[src/rtl/pipe_prefetch_q_pkg.sv]
// Shared types and constants for the instruction prefetch queue.
// An entry pairs the returned instruction with its PC+4.
package pipe_pkg;

   localparam logic [31:0] NOP_INST = 32'h0;
   localparam logic [31:0] PC_STEP  = 32'd4;
   localparam int          ENTRY_W  = 64;

   typedef struct packed {
      logic [31:0] pc4;
      logic [31:0] inst;
   } entry_t;

endpackage

[src/rtl/pipe_prefetch_q_if.sv]
// Fetch/IR side bundle of the prefetch queue.
// slave is the queue itself, master is the surrounding pipeline.
interface pipe_prefetch_q_if #(
   parameter int DEPTH = 4
);
   localparam int CW = $clog2(DEPTH) + 1;

   logic          redirect;
   logic [31:0]   redirect_pc;
   logic          imem_req;
   logic [31:0]   imem_addr;
   logic [31:0]   imem_rdata;
   logic          deq;
   logic          out_valid;
   logic [31:0]   out_pc4;
   logic [31:0]   out_inst;
   logic [CW-1:0] count;

   modport slave (
      input  redirect, redirect_pc, imem_rdata, deq,
      output imem_req, imem_addr, out_valid,
      output out_pc4, out_inst, count
   );

   modport master (
      output redirect, redirect_pc, imem_rdata, deq,
      input  imem_req, imem_addr, out_valid,
      input  out_pc4, out_inst, count
   );

endinterface

[src/rtl/pipe_prefetch_q_ram.sv]
// Entry storage: one write port, one async read port.
// Storage is not reset; the top gates reads with its count.
module pipe_prefetch_ram
   import pipe_pkg::*;
#(
   parameter int DEPTH = 4,
   parameter int AW    = $clog2(DEPTH)
) (
   input  logic          clk_i,
   input  logic          we_i,
   input  logic [AW-1:0] waddr_i,
   input  entry_t        wdata_i,
   input  logic [AW-1:0] raddr_i,
   output entry_t        rdata_o
);

   logic [ENTRY_W-1:0] mem_q [DEPTH];

   always_ff @(posedge clk_i) begin
      if (we_i) mem_q[waddr_i] <= wdata_i;
   end

   assign rdata_o = entry_t'(mem_q[raddr_i]);

endmodule

[src/rtl/pipe_prefetch_q.sv]
// Prefetch queue ahead of the IF/ID register: sequential fetch,
// one-cycle memory response, flush and refetch on redirect.
module pipe_prefetch_q
   import pipe_pkg::*;
#(
   parameter int          DEPTH    = 4,
   parameter logic [31:0] RESET_PC = 32'h0
) (
   input logic               clock,
   input logic               resetn,
   pipe_prefetch_q_if.slave  bus
);

   localparam int PW = $clog2(DEPTH);
   localparam int CW = PW + 1;

   logic [31:0]   fetch_pc_q, fetch_pc_d;
   logic [31:0]   rsp_pc4_q, rsp_pc4_d;
   logic [PW-1:0] wr_ptr_q, wr_ptr_d;
   logic [PW-1:0] rd_ptr_q, rd_ptr_d;
   logic [CW-1:0] count_q, count_d;
   logic          inflight_q, inflight_d;

   logic [CW-1:0] credit;
   logic          issue, push, pop, valid;
   entry_t        wr_entry, rd_entry;

   // Reserving a slot for the in-flight word keeps pushes from overflowing.
   assign credit = count_q + CW'(inflight_q);
   assign issue  = resetn & ~bus.redirect & (credit < CW'(DEPTH));
   assign valid  = (count_q != '0);
   assign push   = inflight_q & ~bus.redirect;
   assign pop    = bus.deq & valid & ~bus.redirect;

   assign wr_entry = '{pc4: rsp_pc4_q, inst: bus.imem_rdata};

   always_comb begin
      fetch_pc_d = fetch_pc_q;
      rsp_pc4_d  = rsp_pc4_q;
      wr_ptr_d   = wr_ptr_q;
      rd_ptr_d   = rd_ptr_q;
      count_d    = count_q;
      inflight_d = inflight_q;
      if (bus.redirect) begin
         fetch_pc_d = bus.redirect_pc;
         wr_ptr_d   = '0;
         rd_ptr_d   = '0;
         count_d    = '0;
         inflight_d = 1'b0;
      end else begin
         inflight_d = issue;
         if (issue) begin
            fetch_pc_d = fetch_pc_q + PC_STEP;
            rsp_pc4_d  = fetch_pc_q + PC_STEP;
         end
         if (push) wr_ptr_d = wr_ptr_q + PW'(1);
         if (pop)  rd_ptr_d = rd_ptr_q + PW'(1);
         count_d = count_q + CW'(push) - CW'(pop);
      end
   end

   always_ff @(posedge clock or negedge resetn) begin
      if (!resetn) begin
         fetch_pc_q <= RESET_PC;
         rsp_pc4_q  <= '0;
         wr_ptr_q   <= '0;
         rd_ptr_q   <= '0;
         count_q    <= '0;
         inflight_q <= 1'b0;
      end else begin
         fetch_pc_q <= fetch_pc_d;
         rsp_pc4_q  <= rsp_pc4_d;
         wr_ptr_q   <= wr_ptr_d;
         rd_ptr_q   <= rd_ptr_d;
         count_q    <= count_d;
         inflight_q <= inflight_d;
      end
   end

   pipe_prefetch_ram #(
      .DEPTH (DEPTH)
   ) u_ram (
      .clk_i   (clock),
      .we_i    (push),
      .waddr_i (wr_ptr_q),
      .wdata_i (wr_entry),
      .raddr_i (rd_ptr_q),
      .rdata_o (rd_entry)
   );

   assign bus.imem_req  = issue;
   assign bus.imem_addr = fetch_pc_q;
   assign bus.out_valid = valid;
   assign bus.out_pc4   = valid ? rd_entry.pc4 : 32'h0;
   assign bus.out_inst  = valid ? rd_entry.inst : NOP_INST;
   assign bus.count     = count_q;

endmodule
[src/flat_wrapper.sv]
// flat-port wrapper written by rule: the top's interface ports become plain ports
module pipe_prefetch_q_flat import pipe_pkg::*;
#(
   parameter int          DEPTH    = 4,
   parameter logic [31:0] RESET_PC = 32'h0
)
  (clock, resetn, bus_redirect, bus_redirect_pc, bus_imem_rdata, bus_deq, bus_imem_req, bus_imem_addr, bus_out_valid, bus_out_pc4, bus_out_inst, bus_count);
  pipe_prefetch_q_if #(.DEPTH(DEPTH)) bus_i ();
  input logic clock;
  input logic resetn;
  input wire logic [$bits(bus_i.redirect)-1:0] bus_redirect;
  input wire logic [$bits(bus_i.redirect_pc)-1:0] bus_redirect_pc;
  input wire logic [$bits(bus_i.imem_rdata)-1:0] bus_imem_rdata;
  input wire logic [$bits(bus_i.deq)-1:0] bus_deq;
  output wire logic [$bits(bus_i.imem_req)-1:0] bus_imem_req;
  output wire logic [$bits(bus_i.imem_addr)-1:0] bus_imem_addr;
  output wire logic [$bits(bus_i.out_valid)-1:0] bus_out_valid;
  output wire logic [$bits(bus_i.out_pc4)-1:0] bus_out_pc4;
  output wire logic [$bits(bus_i.out_inst)-1:0] bus_out_inst;
  output wire logic [$bits(bus_i.count)-1:0] bus_count;
  assign bus_i.redirect = bus_redirect;
  assign bus_i.redirect_pc = bus_redirect_pc;
  assign bus_i.imem_rdata = bus_imem_rdata;
  assign bus_i.deq = bus_deq;
  assign bus_imem_req = bus_i.imem_req;
  assign bus_imem_addr = bus_i.imem_addr;
  assign bus_out_valid = bus_i.out_valid;
  assign bus_out_pc4 = bus_i.out_pc4;
  assign bus_out_inst = bus_i.out_inst;
  assign bus_count = bus_i.count;
  pipe_prefetch_q #(.DEPTH(DEPTH), .RESET_PC(RESET_PC)) u_core (.clock(clock), .resetn(resetn), .bus(bus_i));
endmodule
[config.mk]
export PLATFORM = sky130hd
export DESIGN_NAME = pipe_prefetch_q_flat
export DESIGN_NICKNAME = d
export VERILOG_FILES = /design/src/rtl/pipe_prefetch_q_pkg.sv /design/src/rtl/pipe_prefetch_q_if.sv /design/src/rtl/pipe_prefetch_q_ram.sv /design/src/rtl/pipe_prefetch_q.sv /design/src/flat_wrapper.sv
export SDC_FILE = /design/constraint.sdc
export NUM_CORES = 1
export LEC_CHECK = 0
export BUFFER_PORTS_ARGS = -buffer_cell sky130_fd_sc_hd__buf_2
export CAP_MARGIN = 20
export CORE_MARGIN = 3
export CORE_UTILIZATION = 33
export DETAILED_ROUTE_END_ITERATION = 10
export PLACE_DENSITY = 0.49
export REMOVE_ABC_BUFFERS = 1
export SETUP_SLACK_MARGIN = 0.2
export SLEW_MARGIN = 20
export SYNTH_ARGS = -nofsm -noshare
export SYNTH_HDL_FRONTEND = slang
export SYNTH_SLANG_ARGS = --single-unit
[constraint.sdc]
create_clock -name clock -period 3.1 [get_ports clock]
set_input_delay 0.465 -clock clock [delete_from_list [all_inputs] [get_ports clock]]
set_output_delay 0.465 -clock clock [all_outputs]
set_load 0.005 [all_outputs]
==> results.py <==
metrics = {
    "placement": {
        "portBuffers": 168,
        "gp_congestion": 0.749,
        "hpwl_mm": 20.3,
        "placed_area_sq_um": 14900,
    },
    "worst_setup_path": {
        "cp_num_buf_inv": 2,
        "r2r_end": "u_core.bus.imem_addr[10]$_DFFE_PN0N_",
        "endpoint": "bus_out_pc4[4]",
        "crit_type": "flip-flop to primary output",
        "r2r_slack_ns": 0.61,
        "cp_max_fo": 16,
        "setup.worst_path.end_class": "primary output",
        "critical_path.slowest_cell": "dfrtp_4",
        "reg2reg_from": "u_core.inflight_q$_DFF_PN0_",
        "crit_cells": 4,
        "required_ns": 2.63,
        "max_stage_delay_ns": 0.65,
        "r2r_cells": 7,
        "cp_top_family": "flip-flops",
        "startpoint": "u_core.rd_ptr_q[0]$_DFFE_PN0P_",
        "critPathArrivalTime_ns": 2.31,
        "cp-start-kind": "flip-flop",
        "path_cells": "buf_12, mux4_2, and2_1, buf_2",
    },
    "timing": {
        "hold_ws_ns": 0.149,
        "skew_ns": 0.0124,
        "fmax_mhz": 360,
        "finalCritPeriodShare_pct": 89.7,
        "fin_crit_ns": 2.78,
        "worst_pin_slew_ns": 0.846,
        "relSlewSlack_pct": 43.6,
        "setup_viol": 0,
        "finalMaxSlewViolations": 0,
        "fin_setup_tns_ns": 0,
        "hold_viol": 0,
        "rsz0062_at_grt": "true",
    },
    "yosys": {
        "synth_cell_types": 52,
        "ys.flop_type": "edfxtp_1",
        "synth_most_common_cell": "edfxtp_1",
        "synth_edf_count": 256,
        "synth_common_cells": "edfxtp_1, dfrtp_1, and2_1, mux4_2, nand2_1",
        "yosysWarnings": 0,
        "syn_inst": 773,
        "netlist_area_sq_um": 13300,
        "avgSynthCellArea_sq_um": 17.2,
        "ys_seq_area_share_pct": 71.3,
        "synth.area.top_cells": "edfxtp_1, dfrtp_1, mux4_2, and2_1, o21ai_0",
        "synth-async-reset-ratio_pct": 22.0,
        "synth_top_area_share_pct": 57.8,
        "yosysTopAreaCell": "edfxtp_1",
        "ys_ff_latch": 328,
    },
    "layout": {
        "syn2layout_area_growth_pct": 20.7,
        "fin_nets": 1040,
        "postLayoutCellArea_sq_um": 16100,
        "drive_gt1_share_pct": 32.9,
        "final_util_pct": 40.9,
        "diodes": 0,
    },
    "clocking": {
        "clock_latency_ns": 0.53,
        "cts_tree": "done",
        "htreeDepth": 2,
        "clock-sinks": 328,
        "path_clk_slew_ns": 0.06,
        "root_buffer": "clkbuf_16",
        "cts_made_buffers": 38,
        "clockBufferDepth": 3,
    },
    "hold_path": {
        "hp-class": "input pin to flip-flop",
    },
    "floorplanning": {
        "die_x_microns": 207,
        "io_pins": 169,
        "fp.coreArea_sq_um": 39300,
        "die_area_sq_um": 42800,
        "num_rows": 72,
        "start_util_pct": 33.9,
        "die_y_microns": 207,
    },
    "routing": {
        "routed.top_layer": "met4",
        "drc": 0,
        "wl_per_cell_microns": 21.5,
        "wl_met3_mm": 1.93,
        "via_count": 7404,
        "viasPerCell": 4.90,
        "wl_mm": 32.5,
        "wl_met2_mm": 15.0,
        "drtAntennaViolNets": 0,
        "met1_length_mm": 15.0,
        "drt_iter0_markers": 327,
        "drtPass1Iterations": 6,
    },
    "run": {
        "cap_violations": 0,
    },
    "power_and_ir_drop": {
        "irDropWorstVdd_v": 0.000461,
        "power_density_nw_per_um2": 799,
        "p_leak_nw": 5.84,
    },
    "global_route": {
        "grt_pass1_wl_mm": 49.3,
        "grt-ovfl-total": 0,
        "grt_pass1_vias": 7697,
        "grt_usage_pct": 15.5,
        "antenna_found_initial": 0,
        "grt_max_degree": 67,
    },
    "status": {
        "status": "finished, final reports clean",
    },
}
worst register-to-register path, stage by stage (launching register included):
cell      delay (ns)
dfrtp_1         0.43
and4_1          0.25
o21ai_4         0.51
clkinv_1        0.20
buf_4           0.23
nor2_4          0.44
o21ai_0         0.19
o311ai_0        0.13
layout by cell type (no fill, tap or decap), drive strengths merged, types with 12 or more instances in the layout:
cell / count
and2: 68
xor2: 20
xnor2: 12
nand2: 51
nor2: 14
mux4: 64
buf: 193
clkbuf: 51
edfxtp: 256
a22oi: 13
dfrtp: 72
o21ai: 52
nand3: 17
clkinv: 15
state kept, by name, indices dropped and copies added (netlist names):
register	cells
u_core.bus.count	3
u_core.wr_ptr_q	2
u_core.inflight_q	1
u_core.bus.imem_addr	32
u_core.rsp_pc4_q	32
u_core.rd_ptr_q	2
u_core.u_ram.mem_q	256
area by class of cell:
type                            instances  area (sq um)
Fill cell                            3698         23200
Sequential cell                       328          9500
Multi-Input combinational cell        393          3560
Timing Repair Buffer                  194          1180
Clock buffer                           51          1030
Tap cell                              518           648
Clock inverter                         18           115
Inverter                                9          33.8
kinds of logic after synthesis:
family / count (synthesis) / share of synthesized area, %
and+or+nand+nor: 193 / 8.39
buffers and inverters: 52 / 2.07
adders and majority gates: 8 / 0.808
AOI/OAI and AO/OA: 93 / 4.26
DFF: 328 / 71.3
muxes: 67 / 11.1
xor gates and xnor gates: 32 / 2.11
routing by layer:
metal	GRT usage, %	up-vias
met5	0	-
met2	24.0	184
met4	4.00	0
met3	3.97	48
li1	-	3383
met1	21.9	3789
stage by stage:
stage	total power (W)	instances	setup slack (ns)
after global placement	0.00882	1440	0.508
after global routing	0.0136	1511	0.166
after CTS	0.0131	1511	0.205
final	0.0128	1511	0.320
after floorplan	0.00736	730	-0.954
after detailed placement	0.00886	1440	0.434
worst min path at each step:
stage | startpoint | to | slack [ns] | cells after the start
final | bus_imem_rdata[23] | u_core.u_ram.mem_q[0][23]$_DFFE_PP_ | 0.15 | 1
after global routing | bus_imem_rdata[24] | u_core.u_ram.mem_q[3][24]$_DFFE_PP_ | 0.11 | 1
after CTS | bus_imem_rdata[23] | u_core.u_ram.mem_q[0][23]$_DFFE_PP_ | 0.11 | 1
after detailed placement | resetn | u_core.bus.imem_addr[25]$_DFFE_PN0N_ | 0.34 | 1
after global placement | resetn | u_core.bus.imem_addr[0]$_DFFE_PN0P_ | 0.34 | 1
after floorplan | resetn | u_core.bus.count[0]$_DFF_PN0_ | 0.17 | 0
what timing repair did:
item,4_1_cts,5_1_grt
pin swaps,0,1
setup endpoints to repair,47,18
resized for setup,0,1
setup buffers,1,0
endpoints found under the hold margin,11,0
hold buffers,1,0
power by group:
part / leakage [nW] / switching (W) / internal [W]
logic: 2.08 / 0.00146 / 0.00142
registers: 3.21 / 0.000489 / 0.00532
clock network: 0.551 / 0.00173 / 0.00242
Power figures use the tool's default switching activity.
